$ cat config.mk
export PLATFORM = sky130hd
export DESIGN_NAME = qspi_rx_shift_reg
export DESIGN_NICKNAME = d
export VERILOG_FILES = /design/src/rtl/qspi_rx_shift_reg.sv
export SDC_FILE = /design/constraint.sdc
export NUM_CORES = 1
export LEC_CHECK = 0
export ABC_AREA = 1
export BUFFER_PORTS_ARGS = -buffer_cell sky130_fd_sc_hd__buf_2
export CORE_MARGIN = 2
export CORE_UTILIZATION = 50
export DETAILED_ROUTE_END_ITERATION = 10
export PLACE_DENSITY = 0.73
export RECOVER_POWER = 100
export SYNTH_ARGS = -nofsm -noshare
export SYNTH_HDL_FRONTEND = slang
export SYNTH_SLANG_ARGS = --single-unit
$ cat constraint.sdc
create_clock -name clk -period 3 [get_ports clk]
set_input_delay 0.45 -clock clk [delete_from_list [all_inputs] [get_ports clk]]
set_output_delay 0.45 -clock clk [all_outputs]
set_load 0.1 [all_outputs]
$ cat src/rtl/qspi_rx_shift_reg.sv
// QSPI receive deserializer: samples 1/2/4 IO lines into MSB-first bytes, packs words behind a valid/ready register.
// Optional QSPI_RX_HOLD_EN adds sclk_hold, which asks the SCLK generator to pause before an overrun.
module qspi_rx_shift_reg (
  input  logic        clk,
  input  logic        rst,
  input  logic        start,
  input  logic [15:0] xfer_len,
  input  logic        sample_en,
  input  logic        use_1_io_lines_in,
  input  logic        use_2_io_lines_in,
  input  logic        use_4_io_lines_in,
  input  logic        qspi_io0,
  input  logic        qspi_io1,
  input  logic        qspi_io2,
  input  logic        qspi_io3,
  output logic [31:0] rx_data,
  output logic [2:0]  rx_nbytes,
  output logic        rx_valid,
  input  logic        rx_ready,
  output logic        rx_last,
  output logic        busy,
  output logic        done,
`ifdef QSPI_RX_HOLD_EN
  output logic        sclk_hold,
`endif
  output logic        overflow
);

  localparam int DATA_W = 32;

  localparam logic [0:0] S_IDLE = 1'b0;
  localparam logic [0:0] S_RX   = 1'b1;

  localparam logic [1:0] M_SINGLE = 2'd0;
  localparam logic [1:0] M_DUAL   = 2'd1;
  localparam logic [1:0] M_QUAD   = 2'd2;

  logic [0:0]        r_state;
  logic [1:0]        r_mode;
  logic [7:0]        r_shreg;
  logic [2:0]        r_bitcnt;
  logic [1:0]        r_slot;
  logic [15:0]       r_bytes_rem;
  logic [DATA_W-1:0] r_word;
  logic [DATA_W-1:0] r_rx_data;
  logic [2:0]        r_rx_nbytes;
  logic              r_rx_valid;
  logic              r_rx_last;
  logic              r_done;
  logic              r_overflow;

  logic [3:0]        w_step;
  logic [7:0]        w_shreg_next;
  logic [3:0]        w_bit_sum;
  logic              w_byte_done;
  logic              w_word_done;
  logic [15:0]       w_rem_next;
  logic [DATA_W-1:0] w_word_next;
  logic              w_sample;
  logic              w_consume;

  // NOTE: every always_comb output gets a default first, so no path can infer a latch.
  always_comb begin
    w_step       = 4'd1;
    w_shreg_next = {r_shreg[6:0], qspi_io1};
    case (r_mode)
      M_QUAD: begin
        w_step       = 4'd4;
        w_shreg_next = {r_shreg[3:0], qspi_io3, qspi_io2, qspi_io1, qspi_io0};
      end
      M_DUAL: begin
        w_step       = 4'd2;
        w_shreg_next = {r_shreg[5:0], qspi_io1, qspi_io0};
      end
      default: ;
    endcase
  end

  assign w_bit_sum   = {1'b0, r_bitcnt} + w_step;
  assign w_byte_done = w_bit_sum[3];
  assign w_rem_next  = r_bytes_rem - 16'd1;
  // Word closes on the 4th byte or on the final byte of the transfer, whichever comes first.
  assign w_word_done = w_byte_done && ((r_slot == 2'd3) || (r_bytes_rem == 16'd1));
  assign w_sample    = (r_state == S_RX) && sample_en;
  assign w_consume   = r_rx_valid && rx_ready;

  always_comb begin
    w_word_next = r_word;
    case (r_slot)
      2'd0:    w_word_next[31:24] = w_shreg_next;
      2'd1:    w_word_next[23:16] = w_shreg_next;
      2'd2:    w_word_next[15:8]  = w_shreg_next;
      default: w_word_next[7:0]   = w_shreg_next;
    endcase
  end

  // NOTE: sequential state uses non-blocking assignments so every register sees pre-edge values.
  always_ff @(posedge clk or posedge rst) begin
    if (rst) begin
      r_state     <= S_IDLE;
      r_mode      <= M_SINGLE;
      r_shreg     <= '0;
      r_bitcnt    <= '0;
      r_slot      <= '0;
      r_bytes_rem <= '0;
      r_word      <= '0;
      r_rx_data   <= '0;
      r_rx_nbytes <= '0;
      r_rx_valid  <= 1'b0;
      r_rx_last   <= 1'b0;
      r_done      <= 1'b0;
      r_overflow  <= 1'b0;
    end else begin
      r_done <= 1'b0;
      if (w_consume) begin
        r_rx_valid <= 1'b0;
        r_rx_last  <= 1'b0;
      end

      if (start) begin
        r_mode      <= use_4_io_lines_in ? M_QUAD :
                       use_2_io_lines_in ? M_DUAL : M_SINGLE;
        r_shreg     <= '0;
        r_bitcnt    <= '0;
        r_slot      <= '0;
        r_word      <= '0;
        r_bytes_rem <= xfer_len;
        r_overflow  <= 1'b0;
        if (xfer_len == 16'd0) begin
          r_state <= S_IDLE;
          r_done  <= 1'b1;
        end else begin
          r_state <= S_RX;
        end
      end else if (w_sample) begin
        r_shreg  <= w_shreg_next;
        r_bitcnt <= w_bit_sum[2:0];
        if (w_byte_done) begin
          r_bytes_rem <= w_rem_next;
          if (w_word_done) begin
            r_slot <= '0;
            r_word <= '0;
            if (!r_rx_valid || rx_ready) begin
              r_rx_data   <= w_word_next;
              r_rx_nbytes <= {1'b0, r_slot} + 3'd1;
              r_rx_valid  <= 1'b1;
              r_rx_last   <= (w_rem_next == 16'd0);
            end else begin
              r_overflow <= 1'b1;
            end
            if (w_rem_next == 16'd0) begin
              r_state <= S_IDLE;
              r_done  <= 1'b1;
            end
          end else begin
            r_slot <= r_slot + 2'd1;
            r_word <= w_word_next;
          end
        end
      end
    end
  end

  assign rx_data   = r_rx_data;
  assign rx_nbytes = r_rx_nbytes;
  assign rx_valid  = r_rx_valid;
  assign rx_last   = r_rx_last;
  assign busy      = (r_state == S_RX);
  assign done      = r_done;
  assign overflow  = r_overflow;

`ifdef QSPI_RX_HOLD_EN
  assign sclk_hold = (r_state == S_RX) && r_rx_valid && !rx_ready && w_word_done;
`endif

  // Mode inputs are decoded only through the priority chain at start; single is the fallback.
  logic w_unused;
  assign w_unused = use_1_io_lines_in;

endmodule

After elaboration in Yosys (flattened, before gate mapping). Index checks and enable logic that the tools add are counted.

Word-level logic and storage cells: 95. Register bits: 102. Bits of input ports: 28.

Reduce and logical (&&, ||, !) cells: 18. Bitwise gates (word level): 1. Mux-type cells: 52. Equal/unequal tests: 7. $add $sub $neg: 4.

Operators with widths (count): 2-to-1 mux 32 bit (4); 2-to-1 mux 16 bit (3); zero test 16 bit (2); 2-to-1 mux 8 bit (4); 2-to-1 mux 1 bit (30); == test 16 x 1 -> 1 bit, second input constant (1); one-hot mux 8 bit (2 select lines) (1); subtractor 16 x 1 -> 16 bit, second input constant (1); 2-to-1 mux 7 bit (2); 2-to-1 mux 2 bit (5); AND reduction 4 bit (2); nonzero test 2 bit (4); == test 2 bit, second input constant (3); 2-to-1 mux 3 bit (2); one-hot mux 3 bit (2 select lines) (1); AND reduction 5 bit (1); adder 3 x 4 -> 4 bit (1); == test 2 x 1 -> 1 bit, second input constant (2); adder 2 x 1 -> 3 bit, second input constant (1); logical AND 1 bit (3); OR reduction 3 bit (1); adder 2 x 1 -> 2 bit, second input constant (1); zero test 2 bit (1); logical OR 1 bit (2); other kinds (4) (4).

Depth between registers and ports, before layout.
Depth after elaboration: 8. Depth in mapped cells: 13. Gate-level depth less buffers: 13.

Worst setup path before layout. No wires, ideal clock.

Kind: register to register. Start point: register r_state, in the netlist busy. End point: register r_rx_data[25], in the netlist rx_data[25]. Cell stages (with the launch flop): 9. Data arrival time: 2.213 ns. Path slack: 0.660 ns. Library setup time: 0.127 ns. Required time: 2.873 ns. Path buffers: 1. Path through: dfrtp_1 > nand2_1 > nor2_1 > inv_1 > nor3_4 > inv_2 > buf_6 > nand2_1 > o21ai_2.

Word-level cells in the longest chain between the ends: 2.

Ends and longest elaborated chain: start: declaration (RTL line 38) `logic [0:0] r_state;`; start signal: assignment (RTL line 100) `r_state <= S_IDLE;`; start signal: assignment (RTL line 130) `r_state <= S_IDLE;`; start signal: assignment (RTL line 133) `r_state <= S_RX;`; logical AND 1 bit (RTL line 84) `assign w_sample = (r_state == S_RX) && sample_en;`; AND reduction 5 bit (no source line); end signal: assignment (RTL line 144) `r_rx_data <= w_word_next;`; end: declaration (RTL line 45) `logic [DATA_W-1:0] r_rx_data;`.

No other way between the ends. A chain may end at the register's enable or synchronous reset.

Worst setup path after layout.
Start point: register r_mode[0]. End point: register r_word[30].

Word-level cells in the longest chain between the ends: 8.

Ends and longest elaborated chain: start: declaration (RTL line 39) `logic [1:0] r_mode;`; start signal: assignment (RTL line 121) `r_mode <= use_4_io_lines_in ? M_QUAD :`; == test 2 x 1 -> 1 bit or == test 2 bit (tied branches) (RTL line 66) `case (r_mode)`; one-hot mux 3 bit (2 select lines) (RTL line 66); adder 3 x 4 -> 4 bit (RTL line 79) `assign w_bit_sum = {1'b0, r_bitcnt} + w_step;`; logical AND 1 bit (RTL line 83) `assign w_word_done = w_byte_done && ((r_slot == 2'd3) || (r_bytes_rem == 16'd1));`; 2-to-1 mux 32 bit (RTL line 140) `if (w_word_done) begin`; 2-to-1 mux 32 bit (RTL line 138) `if (w_byte_done) begin`; 2-to-1 mux 32 bit (RTL line 135) `end else if (w_sample) begin`; 2-to-1 mux 32 bit (RTL line 120) `if (start) begin`; end signal: assignment (RTL line 157) `r_word <= w_word_next;`; end: declaration (RTL line 44) `logic [DATA_W-1:0] r_word;`.

Parallel ways exist; a longest one is shown, timed or not. The select of a mux whose other input is x is not followed.

==> results by group <==
Finish
  • Fin cells: ~830
  • N_diodes: 0
  • # fillers: around 1000
  • Syn-to-layout area delta: 8.64%
  • Layout cells sized above 1: 0.0838
  • Post-layout util: 0.553
  • Layout Cell Area excl Fill: ~0.0057 mm^2
  • Layout Nets: roughly 730

Routing
  • Vias/cell: approximately 5.4
  • Routed wire length: roughly 12 mm
  • Wirelength per Cell: 14.1 um
  • Via count: 4472
  • Iteration-0 DRC Markers: ~240
  • Post-route DRC: 0
  • Drt first pass iters: 5
  • Antenna-violating nets left: 0

Timing
  • Final setup TNS: 0 ns
  • Tmin final: about 2.8 ns
  • Worst slew pin tran: 2.52 ns
  • Min Hold Slack: approximately 0.31 ns
  • Period utilisation layout: 0.924
  • Final hold violations: 0
  • Max Slew Vio Count: 103
  • Max frequency: approximately 0.36 GHz
  • Final worst slack: around 0.23 ns
  • Finish-stage setup viols: 0
  • Slew headroom: -0.678
  • Setup Skew: 0.0122 ns
  • RSZ-0062 raised after global routing: no

Global routing
  • Global route overflow: 0
  • Gr usage total: 0.221
  • Initial antenna violation count: 0
  • Vias in the first global route: 4368
  • Largest net degree at the start of global routing: slightly above 100
  • First-pass GRT wire length: between 15 and 20 mm

Die
  • # rows: 37
  • Core Box Area: between 0.01 and 0.015 mm^2
  • Horiz. Die Dim: about 110 um
  • Total Die Area: about 0.011 mm^2
  • Height of the die: 106 um
  • Starting Density: 0.509
  • Io pins: around 70

Critical path
  • Worst-path cell chain: inv_1 -> ha_1 -> ha_1 -> a21o_1 -> a31o_2 -> nand2_2 -> nand2_1 -> inv_2 -> nand3_1 -> nand2_1
  • Req. time, crit path: around 3.3 ns
  • R2r setup slk: approximately 0.23 ns
  • Crit-path slowest cell: nand2_1
  • Cell family with most CP delay: simple AND/OR/NAND/NOR gates
  • R2R Path Start: r_mode[0]$_DFFE_PP0P_
  • Crit-path max FO: 18
  • Crit. End Element: flop
  • Crit path kind: flop to flop
  • R2R cell count: 10
  • CP peak stage delay: 0.43 ns
  • Startpoint type of the worst setup path: flop
  • Crit path launch: r_mode[0]$_DFFE_PP0P_
  • Worst Path Buf+Inv: 2
  • Critical Path AT: between 3 and 4 ns
  • R2R Path End: r_word[30]$_DFFE_PP0P_

Clock network
  • Postcts setup bufs: 0
  • Clock-pin slew on the worst setup and hold paths: approximately 0.1 ns
  • TritonCTS clock tree: built
  • Post-CTS Hold Fix Bufs: 0
  • Clock root buffer: clkbuf_8
  • Post-CTS resize count: 0
  • Clock sinks: 102
  • Bufs on Longest Clock Path: 2
  • Total CTS buffers: 9
  • Worst-Skew Late Latency: between 0.3 and 0.4 ns
  • H-Tree Depth: 3

Synth
  • Most frequent cell after synthesis: nand2_1
  • Post-synth EDFFs: 0
  • Mean area per synthesized cell: 8.27 um^2
  • Synth top area share: 0.490
  • Asr flop ratio synth: 1.00
  • Post-synth top flop: dfrtp_1
  • Synth Instances: 630
  • Post-Syn Nets: 671
  • Synth top area cells: dfrtp_1 (49%), nand2_1 (14%), o21ai_0 (4.5%)
  • Post-synth top area cell: dfrtp_1
  • Yosys reg bits: ~100
  • Seq/Total Area, Yosys: 0.490
  • Synth warn: 0
  • Synth unique cells: 38
  • Cell area after synthesis: 0.00521 mm^2
  • Commonest cells in the netlist: nand2_1 (198), dfrtp_1 (102), nor2_1 (53)

Power and ir drop
  • Worst VDD drop: roughly 240 uV
  • LEAKAGE: between 2 and 3 nW
  • Pwr Density: 490 mW/mm^2
  • Tot Pwr: about 2.8 mW

Placement
  • Estimated wirelength of the detail-placed design: 8.18 mm
  • GP Congestion: 0.904
  • Placed Area: around 0.0056 mm^2
  • Post-Place Worst Slack: approximately 0.24 ns
  • Port-buffer cells: 66
  • Dpl cells: roughly 800

Min path
  • Hold path startpoint: use_2_io_lines_in
  • Hold WC Path Type: input pin to flop
  • Worst hold stages: 3
  • Hold EP: r_mode[0]$_DFFE_PP0P_

Status
  • Failing checks: capacitance limit, slew limit
  • Status: finished with violations

Flow run
  • Maxcap violations: 1
state kept, by name, summed over array words and instances (netlist names):
signal       cells
busy             1
done             1
overflow         1
r_bitcnt         3
r_bytes_rem     16
r_mode           2
r_shreg          7
r_slot           2
r_word          32
rx_data         32
rx_last          1
rx_nbytes        3
rx_valid         1
worst max-delay path by stage:
| stage | depth (start not counted) | slack, ns | endpoint |
|---|---|---|---|
| after floorplan | 8 | 0.66 | rx_data[25]$_DFFE_PP0P_ |
| after detailed placement | 11 | 0.24 | rx_data[3]$_DFFE_PP0P_ |
| after global placement | 11 | 0.32 | rx_data[13]$_DFFE_PP0P_ |
| after CTS | 11 | 0.24 | rx_data[3]$_DFFE_PP0P_ |
| final | 10 | 0.23 | r_word[30]$_DFFE_PP0P_ |
| after global routing | 3 | 0.04 | r_word[27]$_DFFE_PP0P_ |
worst reg2reg max path, cell delays in order, from the launching register on:
cell and delay [ns]:
dfrtp_1 0.39, inv_1 0.07, ha_1 0.28, ha_1 0.31
a21o_1 0.17, a31o_2 0.28, nand2_2 0.15, nand2_1 0.43
inv_2 0.43, nand3_1 0.12, nand2_1 0.08
per-layer routing:
layer | global-route usage | wire length (um) | up-vias
met3 | 0.0258 | 582 | 21
li1 | - | - | 2179
met1 | 0.293 | 5240 | 2144
met5 | 0 | 0 | -
met4 | 0.102 | 279 | 0
met2 | 0.365 | 5600 | 128
logic make-up (layout without fill, tap and decap cells):
logic type | after synthesis | in the layout | synth area share
AOI/OAI and AO/OA | 135 | 135 | 0.170
buffers and inverters | 81 | 143 | 0.0703
xor gates and xnor gates | 4 | 4 | 0.00672
adders and majority gates | 13 | 13 | 0.0327
DFF | 102 | 102 | 0.490
and+or+nand+nor | 295 | 295 | 0.231
placed cells by master, fill, tap and decap left out, types with 2 or more instances in the layout:
cell type   count
nand2_1       200
dfrtp_1       102
o21ai_0        71
nor2_1         53
inv_1          51
clkbuf_1       44
nand3_1        25
buf_2          24
o31ai_1        16
a21oi_1        15
ha_1           12
o22ai_1        11
o221ai_1        9
clkbuf_8        9
o211ai_1        5
xor2_1          4
nor4_1          4
nor3_1          3
clkinvlp_4      3
nor2_2          2
nand2_2         2
inv_2           2
o21ai_2         2
clkbuf_2        2
buf_4           2
area by class of cell:
class / instances / area (um^2) / area share
Clock buffer: 11 / 131 / 0.0232
Timing Repair Buffer: 72 / 330 / 0.0583
Multi-Input combinational cell: 447 / 2210 / 0.390
Clock inverter: 5 / 58.8 / 0.0104
Sequential cell: 102 / 2550 / 0.451
Inverter: 55 / 210 / 0.0371
Tap cell: 136 / 170 / 0.0301
where the power goes:
part | switching, mW | internal (mW)
clock | 0.477 | 0.389
combinational | 0.299 | 0.125
sequential | 0.0464 | 1.44
total | 0.823 | 1.95
(Power assumes the default switching activity.)
